--- src/rtl/keypad_scan.sv ---
// rtl/keypad_scan.sv - 4x4 matrix keypad scanner with frame debounce and 4-digit code history
// Columns strobe active-low; each frame of four column samples is classified and debounced.
module keypad_scan #(
    parameter int SCAN_DIV = 1000,
    parameter int DEBOUNCE = 4
) (
    input  logic        clk,
    input  logic        rst_n,
    input  logic [3:0]  row,
    output logic [3:0]  col,
    output logic [4:0]  key_code,
    output logic        key_valid,
    output logic        key_held,
    output logic [19:0] disps
);

    localparam int DW = $clog2(SCAN_DIV);
    localparam int CW = $clog2(DEBOUNCE + 1);
    localparam logic [DW-1:0] DIV_LAST = DW'(SCAN_DIV - 1);
    localparam logic [CW-1:0] DEB_MAX  = CW'(DEBOUNCE);

    typedef enum logic [1:0] {CLS_NONE, CLS_SINGLE, CLS_MULTI} cls_t;
    typedef enum logic {ARMED, HELD} state_t;

    logic [DW-1:0] div_q, div_d;
    logic [1:0]    col_idx_q, col_idx_d;
    logic [3:0]    row_s1_q, row_s2_q;
    logic [1:0]    hits_q, hits_d;
    logic [4:0]    hit_code_q, hit_code_d;
    cls_t          prev_cls_q, prev_cls_d;
    logic [4:0]    prev_key_q, prev_key_d;
    logic [CW-1:0] stable_cnt_q, stable_cnt_d;

    state_t        state_q;
    logic [4:0]    key_code_q;
    logic          key_valid_q;
    logic          key_held_q;
    logic [19:0]   disps_q;

    logic          last_div;
    logic          frame_end;
    logic [2:0]    samp_cnt;
    logic [1:0]    samp_row;
    logic [2:0]    hit_sum;
    logic [1:0]    frm_hits;
    logic [4:0]    frm_code;
    cls_t          frm_cls;
    logic [4:0]    frm_key;
    logic [CW-1:0] cnt_next;

    assign col       = ~(4'b1000 >> col_idx_q);
    assign key_code  = key_code_q;
    assign key_valid = key_valid_q;
    assign key_held  = key_held_q;
    assign disps     = disps_q;

    always_comb begin
        last_div  = (div_q == DIV_LAST);
        frame_end = last_div && (col_idx_q == 2'd3);

        // Descending scan so the lowest pressed row wins when reporting a single hit.
        samp_cnt = 3'd0;
        samp_row = 2'd0;
        for (int r = 3; r >= 0; r--) begin
            if (!row_s2_q[r]) begin
                samp_cnt = samp_cnt + 3'd1;
                samp_row = 2'(r);
            end
        end

        hit_sum  = {1'b0, hits_q} + samp_cnt;
        frm_hits = last_div ? ((hit_sum > 3'd1) ? 2'd2 : hit_sum[1:0]) : hits_q;
        frm_code = (last_div && samp_cnt != 3'd0) ? {1'b0, col_idx_q, samp_row} : hit_code_q;

        case (frm_hits)
            2'd0:    frm_cls = CLS_NONE;
            2'd1:    frm_cls = CLS_SINGLE;
            default: frm_cls = CLS_MULTI;
        endcase
        // Code only distinguishes SINGLE results; NONE/MULTI compare on class alone.
        frm_key = (frm_cls == CLS_SINGLE) ? frm_code : 5'd0;

        if (frm_cls == prev_cls_q && frm_key == prev_key_q)
            cnt_next = (stable_cnt_q == DEB_MAX) ? stable_cnt_q : stable_cnt_q + 1'b1;
        else
            cnt_next = CW'(1);

        div_d        = div_q;
        col_idx_d    = col_idx_q;
        hits_d       = hits_q;
        hit_code_d   = hit_code_q;
        prev_cls_d   = prev_cls_q;
        prev_key_d   = prev_key_q;
        stable_cnt_d = stable_cnt_q;

        if (last_div) begin
            div_d      = '0;
            col_idx_d  = col_idx_q + 2'd1;
            hits_d     = frm_hits;
            hit_code_d = frm_code;
        end else begin
            div_d = div_q + 1'b1;
        end

        if (frame_end) begin
            hits_d       = 2'd0;
            hit_code_d   = 5'd0;
            prev_cls_d   = frm_cls;
            prev_key_d   = frm_key;
            stable_cnt_d = cnt_next;
        end
    end

    always_ff @(posedge clk or negedge rst_n) begin
        if (!rst_n) begin
            div_q        <= '0;
            col_idx_q    <= 2'd0;
            row_s1_q     <= 4'hF;
            row_s2_q     <= 4'hF;
            hits_q       <= 2'd0;
            hit_code_q   <= 5'd0;
            prev_cls_q   <= CLS_NONE;
            prev_key_q   <= 5'd0;
            stable_cnt_q <= '0;
        end else begin
            div_q        <= div_d;
            col_idx_q    <= col_idx_d;
            row_s1_q     <= row;
            row_s2_q     <= row_s1_q;
            hits_q       <= hits_d;
            hit_code_q   <= hit_code_d;
            prev_cls_q   <= prev_cls_d;
            prev_key_q   <= prev_key_d;
            stable_cnt_q <= stable_cnt_d;
        end
    end

    always_ff @(posedge clk or negedge rst_n) begin
        if (!rst_n) begin
            state_q     <= ARMED;
            key_code_q  <= 5'd0;
            key_valid_q <= 1'b0;
            key_held_q  <= 1'b0;
            disps_q     <= 20'd0;
        end else begin
            key_valid_q <= 1'b0;
            if (frame_end) begin
                case (state_q)
                    ARMED: begin
                        if (frm_cls == CLS_SINGLE && cnt_next == DEB_MAX) begin
                            key_code_q  <= frm_key;
                            disps_q     <= {disps_q[14:0], frm_key};
                            key_valid_q <= 1'b1;
                            key_held_q  <= 1'b1;
                            state_q     <= HELD;
                        end
                    end
                    HELD: begin
                        if (frm_cls == CLS_NONE && cnt_next == DEB_MAX) begin
                            key_held_q <= 1'b0;
                            state_q    <= ARMED;
                        end
                    end
                    default: state_q <= ARMED;
                endcase
            end
        end
    end

endmodule

--- config.mk ---
export PLATFORM = sky130hd
export DESIGN_NAME = keypad_scan
export DESIGN_NICKNAME = d
export VERILOG_FILES = /design/src/rtl/keypad_scan.sv
export SDC_FILE = /design/constraint.sdc
export NUM_CORES = 1
export LEC_CHECK = 0
export CAP_MARGIN = 20
export CORE_ASPECT_RATIO = 0.75
export CORE_MARGIN = 2
export CORE_UTILIZATION = 51
export DETAILED_ROUTE_END_ITERATION = 7
export GPL_TIMING_DRIVEN = 0
export PLACE_DENSITY = 0.83
export SKIP_CTS_REPAIR_TIMING = 1
export SYNTH_ARGS = -nofsm -noshare
export SYNTH_HDL_FRONTEND = slang
export SYNTH_SLANG_ARGS = --single-unit
--- constraint.sdc ---
create_clock -name clk -period 4.9 [get_ports clk]
set_input_delay 0.98 -clock clk [delete_from_list [all_inputs] [get_ports clk]]
set_output_delay 0.98 -clock clk [all_outputs]
set_load 0.005 [all_outputs]
## Word level (Yosys, flattened, before mapping)

Cells that the tools add are included.

- Eq/ne operators: 10
- Bitwise operators: 2
- Multiplexer cells: 28
- Magnitude comparators: 1
- Add/sub/neg operators: 7
- Shift-type cells: 1
- Reduce and logical (&&, ||, !) cells: 11

Operators by type and width:

| operator | count |
|---|---|
| $mux W5 | 4 |
| $mux W2 | 8 |
| $mux W3 | 5 |
| $add A3 B1 Y3 const B | 4 |
| $add A10 B1 Y10 const B | 1 |
| $eq A10 B10 Y1 const B | 1 |
| $mux W10 | 1 |
| $mux W1 | 7 |
| $eq A3 B3 Y1 const B | 2 |
| $reduce_and A3 Y1 | 2 |
| $eq A5 B5 Y1 | 1 |
| $logic_and A1 B1 Y1 | 5 |
| $eq A2 B1 Y1 const B | 2 |
| $logic_not A2 Y1 | 2 |
| $not A4 Y4 | 1 |
| $pmux W1 S2 | 2 |
| $pmux W2 S2 | 1 |
| $shr A4 B2 Y4 const A | 1 |
| $add A2 B3 Y3 | 1 |
| $gt A3 B1 Y1 const B | 1 |
| $reduce_bool A3 Y1 | 1 |
| $add A2 B1 Y2 const B | 1 |
| $eq A2 B2 Y1 | 1 |
| $eq A2 B2 Y1 const B | 1 |
| other kinds (4) | 4 |

- Register bits after elaboration: 65

## Depth between registers and ports, before layout

- Word-level depth: 23
- Gate-level depth with buffers: 17
- Gate-level depth less buffers: 15

## Worst setup path after synthesis

Ideal clock, no wire load.

- Kind: flip-flop to flip-flop
- Start: register row_s2_q[2]
- End: register disps_q[10], in the netlist disps[10]
- Stages on the path, launching flop included: 16
- Data required time: 4.775 ns
- Period minus slack after synthesis: 4.562 ns
- Arrival time: 4.437 ns
- Path slack: 0.338 ns
- Buffers on the path: 1
- Library setup time: 0.125 ns
- Cell sequence: dfstp_2 -> inv_1 -> ha_1 -> xnor2_1 -> ha_1 -> nor2_1 -> a31oi_4 -> fa_1 -> xnor3_2 -> and2_4 -> a31o_1 -> or4_2 -> a211o_1 -> nor3_4 -> buf_12 -> mux2_4

- Cells in the longest elaborated chain, start to end: 19

Ends and longest elaborated chain:

| item | line | RTL |
|---|---|---|
| start: declaration | 27 | `logic [3:0] row_s1_q, row_s2_q;` |
| start signal: assignment | 129 | `row_s2_q <= row_s1_q;` |
| $mux W3 | 65 | `if (!row_s2_q[r]) begin` |
| $add A3 B1 Y3 | 66 | `samp_cnt = samp_cnt + 3'd1;` |
| $mux W3 | 65 |  |
| $add A3 B1 Y3 | 66 |  |
| $mux W3 | 65 |  |
| $add A2 B3 Y3 | 71 | `hit_sum = {1'b0, hits_q} + samp_cnt;` |
| $gt A3 B1 Y1 | 72 | `frm_hits = last_div ? ((hit_sum > 3'd1) ? 2'd2 : hit_sum[1:0]) : hits_q;` |
| $mux W2 (2 in a row) | 72 |  |
| [... 2 more ...] | n/a |  |
| $eq A2 B1 Y1 | 81, 150 |  |
| $mux W5 | 81 | `frm_key = (frm_cls == CLS_SINGLE) ? frm_code : 5'd0;` |
| $eq A5 B5 Y1 | 83 | `if (frm_cls == prev_cls_q && frm_key == prev_key_q)` |
| $logic_and A1 B1 Y1 | 83 |  |
| $mux W3 | 83 |  |
| $eq A3 B3 Y1 | 150 | `if (frm_cls == CLS_SINGLE && cnt_next == DEB_MAX) begin` |
| $logic_and A1 B1 Y1 (*) | 150 |  |
| $reduce_and A3 Y1 (no line) (*) | n/a |  |
| end signal: assignment | 152 | `disps_q <= {disps_q[14:0], frm_key};` |
| end: declaration | 38 | `logic [19:0] disps_q;` |

Mark *: on every way between the ends. The rest lies on a longest branch, timed or not.
A chain may end at the register's enable or synchronous reset.

## Worst setup path after layout

- Start: register row_s2_q[2]
- End: register disps_q[4], in the netlist disps[4]

- Cells in the longest elaborated chain, start to end: 19

Ends and longest elaborated chain:

| item | line |
|---|---|
| $mux W3 | 65 |
| $add A3 B1 Y3 | 66 |
| $mux W3 | 65 |
| $add A3 B1 Y3 | 66 |
| $mux W3 | 65 |
| $add A2 B3 Y3 | 71 |
| $gt A3 B1 Y1 | 72 |
| $mux W2 (2 in a row) | 72 |
| [... 2 more ...] | n/a |
| $eq A2 B1 Y1 | 81, 150 |
| $mux W5 | 81 |
| $eq A5 B5 Y1 | 83 |
| $logic_and A1 B1 Y1 | 83 |
| $mux W3 | 83 |
| $eq A3 B3 Y1 | 150 |
| $logic_and A1 B1 Y1 | 150 |
| $reduce_and A3 Y1 (no line) | n/a |

Parallel ways exist; a longest one is shown, timed or not.

==> flow_summary_export.csv <==
group,metric,value,unit
sta,finalCritPeriodShare,0.955,
clocking,cts-buffers-inserted,9,
power,combinationalPowerShare,0.053,
power,clock_power_frac,0.480,
drt,routed_via_density,5.47,
floorplanning,floorplan.die_area,6970,um^2
power,power_switching,227,uW
clocking,clk_pin_slew,70,ps
global_route,grt_max_degree,37,
placed_design,gp_congestion,0.876,
global_route,antenna_found_initial,0,
sta,tns,0,ps
clocking,worst_skew_pair.late_latency,340,ps
yosys,synth_warnings,0,
floorplanning,chipHeight,72.8,um
floorplanning,initial_core_util,0.520,
sta,maxSlewHeadroom,0.613,
yosys,post_synth_design_cell_area,3220,um^2
floorplanning,placement_rows,25,
power,sequentialPowerShare,0.467,
hold_path,min-delay-path-class,"reg2reg",
clocking,clock_tree.buffer_depth,2,
sta,finClkSkew,9.39,ps
clocking,cts_num_sinks,60,
floorplanning,ios,37,
placed_design,io_buffers,36,
floorplanning,dieWidth,95.7,um
global_route,grt_first_pass_wirelength,10600,um
sta,tightest_pin_transition,581,ps
cells_and_area,fraction_of_final_layout_cells_sized_beyond_drive_strength_1,0.231,
clocking,cts_max_level,3,
sta,fmaxAchievable,0.214,GHz
sta,slew_viol_final,0,
cells_and_area,final_cell_mix,"sky130_fd_sc_hd__dfrtp_1 (52), sky130_fd_sc_hd__clkdlybuf4s50_1 (35), sky130_fd_sc_hd__nand2_1 (26)",
yosys,synth.distinct_cells,61,
yosys,synth_edf_count,0,
yosys,post_synth_main_area_contributors,"sky130_fd_sc_hd__dfrtp_1 (40%), sky130_fd_sc_hd__mux2_4 (9.3%), sky130_fd_sc_hd__dfstp_2 (6.5%)",
yosys,syn_avg_cell_area,11.7,um^2
global_route,grt-ovfl-total,0,
floorplanning,fp.coreArea,6190,um^2
cells_and_area,layout.cell_area.non_filler,4010,um^2
sta,timing.final.crit_period,4680,ps
cells_and_area,layout.nets,348,
clocking,root_buffer,"sky130_fd_sc_hd__clkbuf_8",
critical_path,timing.critical_path.from_type,"register",
cells_and_area,layoutNonFillerInstCount,414,
yosys,synth-seq-area-share,0.470,
drt,routed_wl,6530,um
yosys,mappedNetlistNets,296,
critical_path,timing.critical_path.required,5120,ps
global_route,grt.total_usage,0.199,
power,p_leak,1.79,nW
power,p_int,851,uW
sta,finalHoldViolCount,0,
sta,setup_viol,0,
yosys,synth_top_area_frac,0.404,
drt,drt-pass1-iter-count,5,
global_route,global_route.usage.met2,0.304,
power,irDropWorstVdd,0.216,mV
clocking,cts_tree,"yes",
placed_design,post_dp_cell_area,3690,um^2
drt,routed-via-count,2264,
cells_and_area,area_delta_synth_final,24.7,%
yosys,synthArstFlopShare,1.00,
drt,routed_wire_length_per_instance,15.8,um
drt,detail_route.iter0.violations,156,
placed_design,dp.cells,394,
global_route,top_usage_layer,"met2",
yosys,dominantRegCellSynth,"sky130_fd_sc_hd__dfrtp_1",
yosys,number_of_cells_produced_by_synthesis,276,
power,pwr_density_cell,269,nW/um^2
cells_and_area,final_common_cell,"sky130_fd_sc_hd__dfrtp_1",
critical_path,cp.arrival,4900,ps
drt,ant_nets,0,
power,switching_share,0.211,
global_route,use_met1,0.274,
cells_and_area,antennaDiodeCount,0,
yosys,postSynthRegisterBits,60,
power,total_power,1.08,mW
yosys,synthDominantAreaCellType,"sky130_fd_sc_hd__dfrtp_1",
critical_path,setup.worst_path.end_class,"register",
flow_run,max_cap_violations,0,
global_route,first_global_vias,2244,
critical_path,cp_max_fo,10,
sta,rsz0062_at_grt,"no",
placed_design,post-dp-hpwl,4550,um
critical_path,critical_path_class,"reg2reg",
status,outcome,"complete, no violations",
drt,remaining_drc_errors,0,
global_route,grtUsageMet3,0.0682,
final timing paths:
kind                             start     endpoint  slack (ps)  cells past startpoint
max                        row_s2_q[2]     disps[4]         220                     16
min                        row_s1_q[3]  row_s2_q[3]         360                      0
max reg2reg                row_s2_q[2]     disps[4]         220                     16
min reg2reg                row_s1_q[3]  row_s2_q[3]         360                      0
max in group asynchronous        rst_n  row_s1_q[2]        3610                      2
min in group asynchronous        rst_n  key_code[2]         640                      1
flip-flops by register name (all words and copies together), names as in the netlist, 3 cells and up:
name and cells:
div_q 10, prev_key_q 5, row_s1_q 4, disps 16, row_s2_q 4, key_code 4, hit_code_q 5, stable_cnt_q 3
power groups by stage:
| stage | registers, mW | clock network (mW) | logic (mW) |
|---|---|---|---|
| CTS | 0.504 | 0.525 | 0.0541 |
| global route | 0.504 | 0.548 | 0.0624 |
| floorplan | 0.512 | 0 | 0.0322 |
| finish | 0.504 | 0.518 | 0.0566 |
| global placement | 0.512 | 0 | 0.0510 |
| detailed placement | 0.513 | 0 | 0.0540 |
metal layers:
metal | part of all wire | vias to the layer above
li1 | - | 1068
met2 | 0.46 | 59
met5 | 0 | -
met1 | 0.47 | 1124
met3 | 0.056 | 13
met4 | 0.013 | 0
final cells by class:
| type | count | area (um^2) |
|---|---|---|
| fillers | 478 | 2180 |
| flip-flops and latches | 60 | 1510 |
| clock buffers | 12 | 165 |
| clock inverters | 4 | 70.1 |
| plain buffers | 15 | 153 |
| repair buffers | 41 | 435 |
| inverters | 18 | 67.6 |
| multi-input cells | 183 | 1510 |
| well taps | 81 | 101 |
synthesized netlist by cell type (3+ instances only):
library cell / number
sky130_fd_sc_hd__o22ai_1: 3
sky130_fd_sc_hd__nand2_1: 26
sky130_fd_sc_hd__o31ai_1: 3
sky130_fd_sc_hd__nand2b_1: 3
sky130_fd_sc_hd__mux2_4: 20
sky130_fd_sc_hd__o21ai_0: 10
sky130_fd_sc_hd__xnor2_1: 8
sky130_fd_sc_hd__clkbuf_1: 5
sky130_fd_sc_hd__buf_4: 5
sky130_fd_sc_hd__inv_1: 18
sky130_fd_sc_hd__dfrtp_1: 52
sky130_fd_sc_hd__nand3b_1: 3
sky130_fd_sc_hd__a21oi_1: 6
sky130_fd_sc_hd__dfstp_2: 8
sky130_fd_sc_hd__nand3_1: 9
sky130_fd_sc_hd__and2_1: 4
sky130_fd_sc_hd__o211ai_1: 4
sky130_fd_sc_hd__mux2i_1: 3
sky130_fd_sc_hd__nor2_1: 20
sky130_fd_sc_hd__ha_1: 13
sky130_fd_sc_hd__a21boi_0: 3
kinds of logic (layout without fill, tap and decap cells):
| kind of cell | count (synthesis) | in the layout | synth area share |
|---|---|---|---|
| and+or+nand+nor | 83 | 83 | 0.143 |
| DFF | 60 | 60 | 0.470 |
| AOI/OAI and AO/OA | 50 | 50 | 0.115 |
| buffers and inverters | 33 | 90 | 0.0684 |
| muxes | 25 | 25 | 0.113 |
| adders and majority gates | 14 | 14 | 0.0568 |
| xor gates and xnor gates | 11 | 11 | 0.0346 |
metrics by stage:
step,hold WS (ps),worst slack (ps),utilization
3_3_place_gp,346,105,0.594
5_1_grt,364,75.9,0.648
6_report,358,223,0.648
2_1_floorplan,345,338,-
4_1_cts,360,20.3,0.635
3_5_place_dp,349,46.0,0.597
worst max-delay path, cell delays in order, from the launching register on:
cell and delay [ps]:
sky130_fd_sc_hd__dfstp_2 560, sky130_fd_sc_hd__inv_1 50, sky130_fd_sc_hd__ha_2 320, sky130_fd_sc_hd__xnor2_2 160
sky130_fd_sc_hd__ha_1 310, sky130_fd_sc_hd__nor2_2 150, sky130_fd_sc_hd__a31oi_4 80, sky130_fd_sc_hd__fa_1 420
sky130_fd_sc_hd__xnor3_2 260, sky130_fd_sc_hd__and2_4 200, sky130_fd_sc_hd__a31o_1 260, sky130_fd_sc_hd__or4_2 580
sky130_fd_sc_hd__a211o_4 400, sky130_fd_sc_hd__nor3_4 210, sky130_fd_sc_hd__buf_12 150, sky130_fd_sc_hd__buf_12 140
sky130_fd_sc_hd__mux2_4 300
Note: power is estimated with default switching activity, not from simulation.
